### src/rtl/cpu_pkg.sv
// Shared mini-cpu types and constants: fetch FSM states, NOP encoding, opcodes.
// Imported by the fetch stage and the control decoder.
package cpu_pkg;

  localparam int XLEN = 32;

  // addi x0,x0,0
  localparam logic [XLEN-1:0] NOP_INSTR = 32'h0000_0013;

  localparam logic [6:0] OPC_LUI    = 7'b0110111;
  localparam logic [6:0] OPC_AUIPC  = 7'b0010111;
  localparam logic [6:0] OPC_JAL    = 7'b1101111;
  localparam logic [6:0] OPC_JALR   = 7'b1100111;
  localparam logic [6:0] OPC_BRANCH = 7'b1100011;
  localparam logic [6:0] OPC_LOAD   = 7'b0000011;
  localparam logic [6:0] OPC_STORE  = 7'b0100011;
  localparam logic [6:0] OPC_OP_IMM = 7'b0010011;
  localparam logic [6:0] OPC_OP     = 7'b0110011;

  typedef enum logic [1:0] {
    IDLE = 2'd0,
    REQ  = 2'd1,
    WAIT = 2'd2,
    HOLD = 2'd3
  } fetch_state_t;

  typedef struct packed {
    logic            vld;
    logic [XLEN-1:0] instr;
    logic [XLEN-1:0] pc;
  } fetch_out_t;

endpackage

### src/rtl/instr_fetch_pc_reg.sv
// Program counter: async reset to RESET_PC, +4 step, aligned redirect load.
// Latency: new PC visible the cycle after inc/redirect; misalign pulse likewise.
// Backpressure: none; redirect always wins over inc.
module pc_reg
  import cpu_pkg::*;
#(
  parameter logic [XLEN-1:0] RESET_PC = '0
) (
  input  logic            clk,
  input  logic            rst_n,
  input  logic            inc,
  input  logic            redirect,
  input  logic [XLEN-1:0] redirect_pc,
  output logic [XLEN-1:0] pc,
  output logic            misalign_err
);

  always_ff @(posedge clk or negedge rst_n) begin
    if (!rst_n) begin
      pc           <= RESET_PC;
      misalign_err <= 1'b0;
    end else begin
      misalign_err <= redirect && (redirect_pc[1:0] != 2'b00);
      if (redirect) begin
        pc <= {redirect_pc[XLEN-1:2], 2'b00};
      end else if (inc) begin
        // wraps modulo 2^32 by construction
        pc <= pc + XLEN'(4);
      end
    end
  end

endmodule

### src/rtl/instr_fetch.sv
// Fetch stage: single-outstanding imem requests, fetched word held on valid/ready to decode.
// Latency: req+gnt in N, rvalid in N+1 -> instr_valid in N+2; one instr per 3 cycles peak.
// Backpressure: HOLD keeps instr stable and issues no request until instr_ready or redirect.
module instr_fetch
  import cpu_pkg::*;
#(
  parameter logic [XLEN-1:0] RESET_PC = 32'h0000_0000,
  parameter logic [XLEN-1:0] NOP      = NOP_INSTR
) (
  input  logic            clk,
  input  logic            rst_n,
  output logic            imem_req,
  output logic [XLEN-1:0] imem_addr,
  input  logic            imem_gnt,
  input  logic            imem_rvalid,
  input  logic [XLEN-1:0] imem_rdata,
  output logic            instr_valid,
  output logic [XLEN-1:0] instr,
  output logic [XLEN-1:0] instr_pc,
  input  logic            instr_ready,
  input  logic            redirect,
  input  logic [XLEN-1:0] redirect_pc,
  output logic            misalign_err
);

  fetch_state_t    state, state_n;
  logic            drop, drop_n;
  logic            pc_inc;
  logic            load_instr;
  logic            clr_instr;
  logic [XLEN-1:0] pc;
  fetch_out_t      out_q;

  pc_reg #(.RESET_PC(RESET_PC)) u_pc_reg (
    .clk          (clk),
    .rst_n        (rst_n),
    .inc          (pc_inc),
    .redirect     (redirect),
    .redirect_pc  (redirect_pc),
    .pc           (pc),
    .misalign_err (misalign_err)
  );

  always_ff @(posedge clk or negedge rst_n) begin
    if (!rst_n) begin
      state <= IDLE;
      drop  <= 1'b0;
    end else begin
      state <= state_n;
      drop  <= drop_n;
    end
  end

  always_comb begin
    state_n    = state;
    drop_n     = drop;
    pc_inc     = 1'b0;
    load_instr = 1'b0;
    clr_instr  = redirect;
    unique case (state)
      IDLE: state_n = REQ;
      REQ: begin
        if (imem_gnt) begin
          state_n = WAIT;
          // the granted fetch targets the old PC; its response must be discarded
          if (redirect) drop_n = 1'b1;
        end
      end
      WAIT: begin
        if (imem_rvalid) begin
          state_n = REQ;
          drop_n  = 1'b0;
          if (!drop && !redirect) begin
            state_n    = HOLD;
            load_instr = 1'b1;
            pc_inc     = 1'b1;
          end
        end else if (redirect) begin
          drop_n = 1'b1;
        end
      end
      HOLD: begin
        if (redirect || instr_ready) begin
          state_n   = REQ;
          clr_instr = 1'b1;
        end
      end
      default: state_n = IDLE;
    endcase
  end

  always_ff @(posedge clk or negedge rst_n) begin
    if (!rst_n) begin
      out_q.vld   <= 1'b0;
      out_q.instr <= NOP;
      out_q.pc    <= '0;
    end else if (load_instr) begin
      out_q.vld   <= 1'b1;
      out_q.instr <= imem_rdata;
      out_q.pc    <= pc;
    end else if (clr_instr) begin
      out_q.vld   <= 1'b0;
      out_q.instr <= NOP;
    end
  end

  assign imem_req    = (state == REQ);
  assign imem_addr   = pc;
  assign instr_valid = out_q.vld;
  assign instr       = out_q.instr;
  assign instr_pc    = out_q.pc;

endmodule
### config.mk
export PLATFORM = sky130hd
export DESIGN_NAME = instr_fetch
export DESIGN_NICKNAME = d
export VERILOG_FILES = /design/src/rtl/cpu_pkg.sv /design/src/rtl/instr_fetch_pc_reg.sv /design/src/rtl/instr_fetch.sv
export SDC_FILE = /design/constraint.sdc
export NUM_CORES = 1
export LEC_CHECK = 0
export CORE_AREA = 2 2 116 118
export DETAILED_ROUTE_END_ITERATION = 12
export DIE_AREA = 0 0 118 120
export PLACE_DENSITY_LB_ADDON = 0.25
export SLEW_MARGIN = 30
export SYNTH_ARGS = -nofsm -noshare
export SYNTH_HDL_FRONTEND = slang
export SYNTH_SLANG_ARGS = --single-unit
### constraint.sdc
create_clock -name clk -period 4.3 [get_ports clk]
set_clock_uncertainty 0.05 [all_clocks]
set_input_delay 1.075 -clock clk [delete_from_list [all_inputs] [get_ports clk]]
set_output_delay 1.075 -clock clk [all_outputs]
set_load 0.01 [all_outputs]
### Word-level counts from Yosys, hierarchy flattened

Index checks and enable logic that the tools add are counted.

| cells by class | value |
|---|---|
| add/sub/neg operators | 1 |
| equal/unequal tests | 6 |
| mux-type cells | 18 |
| reduce and logical (&&, ||, !) cells | 12 |

Operator list:

| cell | number |
|---|---|
| $mux 33 | 2 |
| $mux 32 | 2 |
| $add 32x3->32 const B | 1 |
| $mux 1 | 8 |
| $mux 2 | 4 |
| $pmux 2 s4 | 1 |
| $reduce_bool 2->1 | 4 |
| $eq 2x2->1 const B | 2 |
| $ne 2x2->1 const B | 2 |
| $reduce_and 3->1 | 1 |
| $eq 2x1->1 const B | 1 |
| $logic_and 1x1->1 | 2 |
| $logic_not 1->1 | 2 |
| $logic_not 2->1 | 1 |
| $ne 2x1->1 const B | 1 |
| $pmux 1 s2 | 1 |
| $reduce_and 2->1 | 1 |
| $logic_or 1x1->1 | 1 |

| word-level totals | value |
|---|---|
| flip-flop bits (word level) | 101 |
| bits of input ports | 70 |
| output and inout port bits | 99 |
| logic and storage cells | 44 |

### Longest topological paths before layout

Gate-level depths: netlist (run 1).

| depth | value |
|---|---|
| depth in word-level cells | 7 |
| mapped depth | 8 |
| depth with buffers taken out | 7 |

### Modules after synthesis

Synthesis (run 1) repeated with hierarchy kept, for this count alone.

| second synthesis, totals | value |
|---|---|
| cells, all modules | 372 |
| area total of the unflattened synthesis | 4571.9 um^2 |

Modules (own cells, without submodules):

| module | times used | cells each | area an instance (um^2) | seq. area each (um^2) |
|---|---|---|---|---|
| instr_fetch | 1 | 168 | 2760.1 | 1705.4 |
| pc_reg | 1 | 204 | 1811.7 | 775.7 |

### Worst setup path before layout (run 1)

Ideal clock, no wire load.

| path | value |
|---|---|
| path type | input to register |
| start point | input redirect |
| end point | register u_pc_reg.pc[17] |
| setup time | 135 ps |
| arrival | 2304 ps |
| required time | 4115 ps |
| setup slack | 1811 ps |
| stages | 8 |
| path buffers | 3 |
| cells stage by stage | clkbuf_1 > nor2_1 > nand3_1 > clkbuf_1 > clkbuf_1 > nor2_1 > o21ai_0 > o211ai_1 |

| on the way | value |
|---|---|
| word-level cells in the longest chain between the ends | 6 |
| elaborated cells on any way between the ends | 7 |
| those cells by class | 4 x mux; 3 x reduce/logical |

Ends and longest elaborated chain:

| item | RTL line | RTL |
|---|---|---|
| from (decl) | instr_fetch.sv:21 | `input logic redirect,` |
| $logic_not 1->1 | instr_fetch.sv:73 | `if (!drop && !redirect) begin` |
| $logic_and 1x1->1 | instr_fetch.sv:73 |  |
| $mux 1 | instr_fetch.sv:73 |  |
| $mux 1 | instr_fetch.sv:70 | `if (imem_rvalid) begin` |
| $mux 1 | instr_fetch.sv:60 | `unique case (state)` |
| $reduce_bool 2->1 (no line) | -- |  |
| to (signal assigned) | instr_fetch_pc_reg.sv:25 | `pc <= {redirect_pc[XLEN-1:2], 2'b00};` |
| to (signal assigned) | instr_fetch_pc_reg.sv:28 | `pc <= pc + XLEN'(4);` |
| to (decl) | instr_fetch_pc_reg.sv:14 | `output logic [XLEN-1:0] pc,` |

Parallel ways exist; a longest one is shown, timed or not.
A chain may end at the register's enable or synchronous reset.

### Worst setup path in the final report (run 1)

| path | value |
|---|---|
| start point | input imem_rvalid |
| end point | register u_pc_reg.pc[24] |

| on the way | value |
|---|---|
| word-level cells in the longest chain between the ends | 3 |

Ends and longest elaborated chain:

| item | RTL line | RTL |
|---|---|---|
| from (decl) | instr_fetch.sv:15 | `input logic imem_rvalid,` |
| $mux 1 | instr_fetch.sv:70 |  |
| $mux 1 | instr_fetch.sv:60 |  |
| $reduce_bool 2->1 (no line) | -- |  |

Every way passes these cells.

==> results of run 1 <==
-- per-stage QoR --
stage                     utilization [%]  instance area, sq um  setup slack, ps
after floorplan                         -                  4420             1810
after global placement               47.7                  6190              988
after detailed placement             47.8                  6210              888
after CTS                            50.0                  6480             1240
after global routing                 50.0                  6480             1030
final                                50.0                  6480             1220
-- worst min-delay path by stage --
stage                             from            to  slack (ps)  cells past startpoint
after global routing      instr_pc[21]  instr_pc[21]         440                      2
after CTS                 instr_pc[21]  instr_pc[21]         430                      2
after global placement    instr_pc[29]  instr_pc[29]         410                      2
final                     instr_pc[25]  instr_pc[25]         430                      2
after detailed placement  instr_pc[29]  instr_pc[29]         410                      2
after floorplan           instr_pc[27]  instr_pc[27]         460                      2
-- cells in the final DEF (no fill, tap or decap), types with 3 or more instances in the layout --
cell,n
clkinv_2,3
nor3_1,3
dfrtp_1,94
a21oi_1,8
clkdlybuf4s50_1,162
a221o_1,6
a22o_1,29
o211ai_1,6
a211o_1,3
or4_1,3
nor2_1,15
nand2b_1,6
clkbuf_16,9
o22a_1,3
o21ai_0,25
nand4_1,10
and2_1,3
nand3_1,15
o311ai_0,6
dfstp_2,3
nor2b_1,6
nand2_1,117
buf_4,5
or3_1,3
ha_1,4
and3_1,7
mux2i_1,3
inv_1,9
conb_1,4
-- critical path, stage by stage --
cell and delay (ps):
clkdlybuf4s50_1 550, nand2_1 130, nor3_2 210, buf_4 470
nand3_1 350, or3_1 400, nand3_1 80
-- cells by family after synthesis --
| kind of cell | Yosys count | synth area share (%) |
|---|---|---|
| other | 1 | 0.0850 |
| AO/OA/AOI/OAI | 101 | 16.9 |
| XOR/XNOR | 2 | 0.397 |
| multiplexers | 4 | 0.936 |
| flip-flops | 97 | 55.1 |
| adder cells (fa/ha/maj) | 4 | 1.14 |
| AND/OR/NAND/NOR | 201 | 21.7 |
| buffers and inverters | 38 | 3.75 |
-- power groups by stage --
stage / clock [mW] / sequential [mW] / combinational [mW]
after floorplan: 0 / 1.29 / 0.278
after global placement: 0 / 1.24 / 0.821
after detailed placement: 0 / 1.24 / 0.843
after CTS: 0.792 / 1.23 / 0.845
after global routing: 0.829 / 1.25 / 0.908
final: 0.774 / 1.23 / 0.832
-- cell type report --
class,instances,area share [%]
Inverter,9,0.521
Multi-Input combinational cell,316,28.5
Sequential cell,97,37.5
Clock buffer,11,3.59
Timing Repair Buffer,169,25.8
Tap cell,176,3.40
Clock inverter,4,0.695
-- metal layers --
metal  wire length [um]  track usage [%]  part of all wire (%)
met4                208             6.02                   1.7
met2               5850             28.9                    46
met3                787             4.33                   6.3
met1               5750             24.5                    46
met5                  0                0                     0
==> results.md, run 1 <==
* Number of I/O pins at between 150 and 200
* FFs w/ async S/R, synth at 100%
* Yosys top cell area share at 53.3%
* Area of the multi-input gates at 1850 sq um
* Max clock buf depth at 2
* GPL Wtd Cong at 0.837
* Fin crit period at between 3000 and 4000 ps
* CP Capture Type: flop
* Antenna violations before repair at 0
* Die Area at 14200 sq um
* 1st-iter DRT viols at approximately 330
* Syn_area_per_cell at 9.84 sq um
* Worst Tran Pin Value at 789 ps
* Routed Antenna Nets at 0
* Area Growth Syn to Fin at 47.0%
* Vias at 3946
* Leading area contributor after synthesis: dfrtp_1
* R2R depth at 8
* Internal at 1.99 mW
* DRC at 0
* Fin Setup TNS at 0 ps
* Synth Register Bits at 97
* Core region area at 13000 sq um
* Setup violators final at 0
* Num CTS Buffers at 9
* Synth unique cells at 49
* Ratio of cells with drive above 1 in the final layout at between 5 and 6%
* CTS sink count at 97
* Max-cap violation count at 0
* CTS tree: done
* Yosys warns at 0
* First-pass GRT wire length at 20.6 mm
* CP startpoint kind: primary input
* PwrDens at 437 nW/um^2
* FP Rows at 42
* Number of synthesized flops with an enable pin at 0
* Worst R2R End: u_pc_reg.pc[24]
* Worst-skew pair later-pin latency at between 300 and 400 ps
* Synth cell count leaders: nand2_1, dfrtp_1, a22o_1, o21ai_0, clkbuf_1
* Post-synthesis sequential area ratio at ~55%
* Final Power at 2.83 mW
* Hold slack final at 425 ps
* Clock root cell: clkbuf_16
* Pins Over Slew Limit at 0
* Post-DP HPWL at 8.73 mm
* Die width at 118 um
* Setup repair bufs after CTS at 0
* Post-synthesis cell area at 4410 sq um
* Max frequency at 325 MHz
* Hold buffer count at CTS at 0
* Crit Path Max Fanout at 46
* Die Y at 120 um
* All-Layer GR Usage at a little under a fifth
* Critical Path AT at 3300 ps
* Post-Synthesis Cells at 448
* Sw frac at 29.6%
* Antenna Cells at 0
* WP data required at around 4500 ps
* Largest cells by area after synthesis: dfrtp_1, nand2_1, a22o_1, o21ai_0, nand3_1
* RSZ-0062 raised after global routing: no
* IO Port Bufs at ~160
* Initial Utilization at between 30% and 40%
* Pin count of the biggest net entering global routing at 87
* Vias in the first global route at approximately 4000
* FILL cells at approximately 1200
* Tcrit/Tclk final at 71.6%
* Final std cells w/o fill at 782
* Routed wire per std cell at around 16 um
* Outcome: finished clean
* Sequential share of power at 43.3%
* HP Class: reg2reg
* Register area at about 2400 sq um
* Routed Wire Length at about 13 mm
* Overflow after GRT at 0
* Pleak at 2.83 nW
* R2r startpoint: state[0]
* Clock Pin Slew Worst Setup and Hold Paths at 60 ps
* R2R Setup Slk at 1690 ps
* Total net switching power at ~840 uW
* Post-CTS Resized at 0
* VDD IR max at ~0.00019 V
* H-tree depth at 3
* Gate power share at 29.4%
* Drt via density at 5.05
* Main synth FF type: dfrtp_1
* Final Hold Violating Endpoints at 0
* First-pass DRT Iterations at 5
* Max FFs per register at 32
* Nets at between 600 and 700
* Kind of critical path: in2reg
* Worst Setup SP: imem_rvalid
* Worst setup path end: u_pc_reg.pc[24]
* Placed Cells incl. Taps at 767
* Slew HR at 47.4%
* Clock share of power at 27.3%
* Most common cell in the netlist: nand2_1
Power figures use the tool's default switching activity.
==> inputs of run 2 (changes only) <==
==> constraint.sdc (replaced) <==
create_clock -name clk -period 2.5 [get_ports clk]
set_clock_uncertainty 0.05 [all_clocks]
set_input_delay 0.625 -clock clk [delete_from_list [all_inputs] [get_ports clk]]
set_output_delay 0.625 -clock clk [all_outputs]
set_load 0.01 [all_outputs]
==> results.md, run 2 (same netlist as run 1, synthesis figures left out) <==
* Outcome: finished clean
* FILL cells at 1204
* Antenna violations before repair at 0
* PwrDens at about 770 nW/um^2
* CP startpoint kind: flop
* FP Rows at 42
* Placed inst area at about 6300 sq um
* Routed Wire Length at 12.5 mm
* Crit Path Max Fanout at 5
* Max clock buf depth at 2
* Drt via density at 5.03
* RSZ-0062 raised after global routing: no
* Commonest non-fill, non-tap cell in the layout: clkdlybuf4s50_1
* Slew HR at 49.7%
* All-Layer GR Usage at a little under a fifth
* Post-CTS Resized at 0
* WP buf/inv at 2
* CP Capture Type: output port
* Worst R2R End: u_pc_reg.pc[24]
* CTS sink count at 97
* Final Hold Violating Endpoints at 0
* Post-DP HPWL at 9.00 mm
* Worst-path cell chain: inv_1, ha_1, clkdlybuf4s50_1
* Num CTS Buffers at 9
* Max-cap violation count at 0
* Placed Cells incl. Taps at 776
* Area Growth Syn to Fin at 50.5%
* Final std cells w/o fill at about 790
* Pleak at between 2 and 3 nW
* Clock Pin Slew Worst Setup and Hold Paths at 60 ps
* IO Port Bufs at 164
* Routed wire per std cell at ~16 um
* Initial Utilization at 34.0%
* Number of I/O pins at approximately 170
* Family with the most delay on the worst path: buffers and inverters
* Max frequency at ~430 MHz
* Worst-skew pair later-pin latency at 350 ps
* DRC at 0
* Max stage delay cell, worst path: clkdlybuf4s50_1
* Pins Over Slew Limit at 0
* VDD IR max at 0.000278 V
* Critical Path AT at between 1500 and 2000 ps
* Design area at 6640 sq um
* Hold buffer count at CTS at 0
* Setup repair bufs after CTS at 0
* Antenna Cells at 0
* Post-layout util at 51.1%
* H-tree depth at 3
* CTS tree: done
* R2r startpoint: u_pc_reg.pc[2]
* Largest stage delay, worst path at 600 ps
* Core region area at 13000 sq um
* Vias at approximately 4000
* Commonest cells after routing, fill and taps aside: clkdlybuf4s50_1, nand2_1, dfrtp_1, a22o_1, o21ai_0
* Kind of critical path: reg2out
* Setup violators final at 0
* WP data required at 1820 ps
* R2R depth at 6
* GPL Wtd Cong at 0.810
* Fin crit period at 2330 ps
* Clock root cell: clkbuf_16
* Worst Tran Pin Value at 753 ps
* HP Class: in2async
* Vias in the first global route at 4083
* Pin count of the biggest net entering global routing at 63
* First-pass GRT wire length at 20.6 mm
* Routed Antenna Nets at 0
* Overflow after GRT at 0
* Tcrit/Tclk final at 93.3%
* Hold slack final at 179 ps
* Final Power at around 5.1 mW
* Die Y at between 100 and 150 um
* 1st-iter DRT viols at 180
* Ratio of cells with drive above 1 in the final layout at about 7%
* Die width at 118 um
* First-pass DRT Iterations at 6
* Nets at 685
* Die Area at 14200 sq um
* Max FFs per register at 32
* R2R Setup Slk at 250 ps
[run 2: cell types whose count changed in the layout (fill, tap and decap cells not counted), sizes merged]
cell / before / now
buf: 7 / 16
clkinv: 3 / 0
bufinv: 1 / 2
clkbuf: 11 / 13
[run 2: where the power goes]
part | internal (mW) | switching [mW]
clock | 0.954 | 0.574
combinational | 0.813 | 0.634
sequential | 1.87 | 0.234
total | 3.64 | 1.44
[run 2: final cells by class]
class	count	area [sq um]	area share [%]
sequential	97	2430	36.6
tap	176	220	3.32
clock buffer	13	270	4.07
timing repair buffer	178	1780	26.8
clock inverter	2	60.1	0.905
inverter	9	33.8	0.509
multi-input combinational	316	1850	27.8
[run 2: through the flow]
step                      setup WS (ps)  TNS (ps)
after detailed placement          -90.0      -427
final                               167         0
after CTS                           134         0
after floorplan                     461         0
after global placement             -100     -2920
after global routing               65.9         0
[run 2: worst register-to-register path: cells and delay by family (launching register included)]
family,cells,cell delay (ps)
fa+ha+maj,1,260
simple gates,5,1420
flops,1,450
[run 2: worst max-delay path by stage]
stage,from,end,cells after the start
6_report,state[1],imem_req,3
5_1_grt,u_pc_reg.pc[2],u_pc_reg.pc[24],6
3_3_place_gp,imem_rvalid,instr[16],5
2_1_floorplan,redirect,u_pc_reg.pc[17],8
4_1_cts,state[1],imem_req,3
3_5_place_dp,imem_rvalid,u_pc_reg.pc[19],7
[run 2: routing by layer]
layer / global-route usage (%) / share of wire (%) / vias up
met1: 23.8 / 43 / 1898
met4: 8.21 / 2.3 / 0
met5: 0 / 0 / -
li1: - / - / 1910
met2: 29.4 / 47 / 155
met3: 4.71 / 7.0 / 18
==> inputs of run 3 (changes only) <==
--- a/config.mk
+++ b/config.mk
@@ -5,9 +5,10 @@
 export SDC_FILE = /design/constraint.sdc
 export NUM_CORES = 1
 export LEC_CHECK = 0
-export CORE_AREA = 2 2 116 118
+export ABC_AREA = 1
+export CORE_AREA = 2 2 121 123
 export DETAILED_ROUTE_END_ITERATION = 12
-export DIE_AREA = 0 0 118 120
+export DIE_AREA = 0 0 123 125
 export PLACE_DENSITY_LB_ADDON = 0.25
 export SLEW_MARGIN = 30
 export SYNTH_ARGS = -nofsm -noshare
==> results.md, run 3 <==
* Leading area contributor after synthesis: dfrtp_1
* Yosys top cell area share at approximately 49%
* Post-synthesis cell area at 4790 sq um
* R2r startpoint: state[0]
* Max frequency at 453 MHz
* Slew HR at 65.0%
* Fin crit period at about 2200 ps
* Yosys warns at 0
* Max FFs per register at 32
* Placed inst area at ~6600 sq um
* Clock Pin Slew Worst Setup and Hold Paths at 70 ps
* All-Layer GR Usage at between 10% and 20%
* Pin count of the biggest net entering global routing at 62
* Syn_area_per_cell at 8.23 sq um
* Max-cap violation count at 0
* H-tree depth at 3
* Routed Antenna Nets at 0
* FFs w/ async S/R, synth at 100%
* Drt via density at 4.76
* CP Capture Type: output port
* Post-Synthesis Cells at 582
* Antenna violations before repair at 0
* Synth cell count leaders: nand2_1, dfrtp_1, nor2_1, inv_1, o21ai_0
* Synth Register Bits at 97
* Main synth FF type: dfrtp_1
* Area of the multi-input gates at 1960 sq um
* Critical Path AT at 1530 ps
* Worst-skew pair later-pin latency at 340 ps
* Clock root cell: clkbuf_16
* CTS tree: done
* Largest cells by area after synthesis: dfrtp_1, nand2_1, nor2_1, a22o_1, o21ai_0
* CTS sink count at 97
* IO Port Bufs at 164
* HP Class: in2async
* First-pass DRT Iterations at 7
* Vias in the first global route at 4292
* CP startpoint kind: flop
* Routed wire per std cell at 15.0 um
* Post-DP HPWL at 10.2 mm
* Post-CTS Resized at 0
* Number of synthesized flops with an enable pin at 0
* Kind of critical path: reg2out
* Max clock buf depth at 2
* VDD IR max at between 0.0003 and 0.0004 V
* RSZ-0062 raised after global routing: no
* Register area at 2430 sq um
* Hold buffer count at CTS at 0
* Initial Utilization at 33.7%
* Worst R2R End: instr[20]
* First-pass GRT wire length at approximately 22 mm
* Commonest cells after routing, fill and taps aside: clkdlybuf4s50_1, nand2_1, dfrtp_1, nor2_1, inv_1
* WP data required at 1820 ps
* Outcome: finished clean
* GPL Wtd Cong at about 0.83
* DRC at 0
* Die Area at 15400 sq um
* Worst Tran Pin Value at 524 ps
* 1st-iter DRT viols at roughly 240
* Commonest non-fill, non-tap cell in the layout: clkdlybuf4s50_1
* Fin Setup TNS at 0 ps
* Post-layout util at 48.6%
* Setup violators final at 0
* FILL cells at 1368
* Die width at 123 um
* Crit Path Max Fanout at 3
* Nets at just over 800
* Design area at 6900 sq um
* Num CTS Buffers at 9
* Final Hold Violating Endpoints at 0
* PwrDens at 680 nW/um^2
* Tcrit/Tclk final at about nine tenths
* Synth unique cells at 29
* Routed Wire Length at ~14 mm
* Overflow after GRT at 0
* Placement Setup Slack at 51.9 ps
* R2R depth at 9
* Vias at ~4400
* Pins Over Slew Limit at 0
* Die Y at 125 um
* FP Rows at 44
* Pleak at 3.07 nW
* Ratio of cells with drive above 1 in the final layout at around 7.0%
* Number of I/O pins at around 170
* Final WS setup at 291 ps
* Most common cell in the netlist: nand2_1
* Core region area at 14200 sq um
* Antenna Cells at 0
* Area Growth Syn to Fin at 44.0%
* Post-synthesis sequential area ratio at 50.7%
* Setup repair bufs after CTS at 0
* R2R Setup Slk at 530 ps
==> run 3: changes by cell type in the layout (fill, tap and decap cells not counted), sizes merged, moves of 7 or more <==
cell,before,now
nand4,11,0
nor2,15,103
and3,7,0
nand3,16,44
o21ai,25,50
o311ai,7,0
nand2,118,141
inv,9,61
==> run 3: how the worst max path moves through the flow <==
stage	start	to	slack [ps]	cells after the start
after global routing	state[1]	imem_req	220	3
after floorplan	redirect	instr[23]	860	8
after CTS	state[1]	imem_req	290	3
final	state[1]	imem_req	290	3
after global placement	redirect	instr[26]	170	7
after detailed placement	redirect	instr[20]	50	7
==> run 3: report_power, final <==
group          switching, mW  total [mW]  internal (mW)  leakage, nW
registers              0.197        2.02           1.83         1.27
clock network          0.618        1.39          0.776        0.142
logic                  0.582        1.27          0.693         1.66
==> run 3: area by class of cell <==
| class | instances | share of cell area [%] |
|---|---|---|
| Timing Repair Buffer | 173 | 25.5 |
| Tap cell | 184 | 3.34 |
| Inverter | 60 | 3.26 |
| Multi-Input combinational cell | 401 | 28.4 |
| Clock inverter | 6 | 0.997 |
| Clock buffer | 9 | 3.26 |
| Sequential cell | 97 | 35.2 |
==> run 3: per-layer routing <==
| metal | vias up | share of wire (%) | GRT usage [%] | routed length (um) |
|---|---|---|---|---|
| li1 | 2187 | - | - | - |
| met1 | 2096 | 44 | 24.7 | 6150 |
| met2 | 124 | 49 | 29.6 | 6830 |
| met3 | 18 | 4.9 | 3.56 | 687 |
| met4 | 0 | 1.7 | 5.35 | 234 |
| met5 | - | 0 | 0 | 0 |
==> run 3: through the flow <==
stage               total power [mW]  hold WS, ps  instances
floorplan                       2.57          279        585
global placement                3.31          412        915
detailed placement              3.34          415        915
CTS                             4.74         44.9        930
global route                    4.97         43.1        930
finish                          4.69         54.1        930
==> run 3: worst max-delay path, stage by stage (launching register included) <==
cell and delay (ps):
dfrtp_1 410, inv_1 80, ha_1 160, clkdlybuf4s50_1 540
==> run 3: cell families (layout without fill, tap and decap cells) <==
kind of cell / after synthesis / in the layout / share of synthesized area, %
AOI/OAI and AO/OA: 94 / 94 / 12.8
xor gates and xnor gates: 2 / 2 / 0.366
adders and majority gates: 4 / 4 / 1.04
buffers and inverters: 87 / 248 / 8.56
DFF: 97 / 97 / 50.7
other: 1 / 4 / 0.0783
and+or+nand+nor: 297 / 297 / 26.4
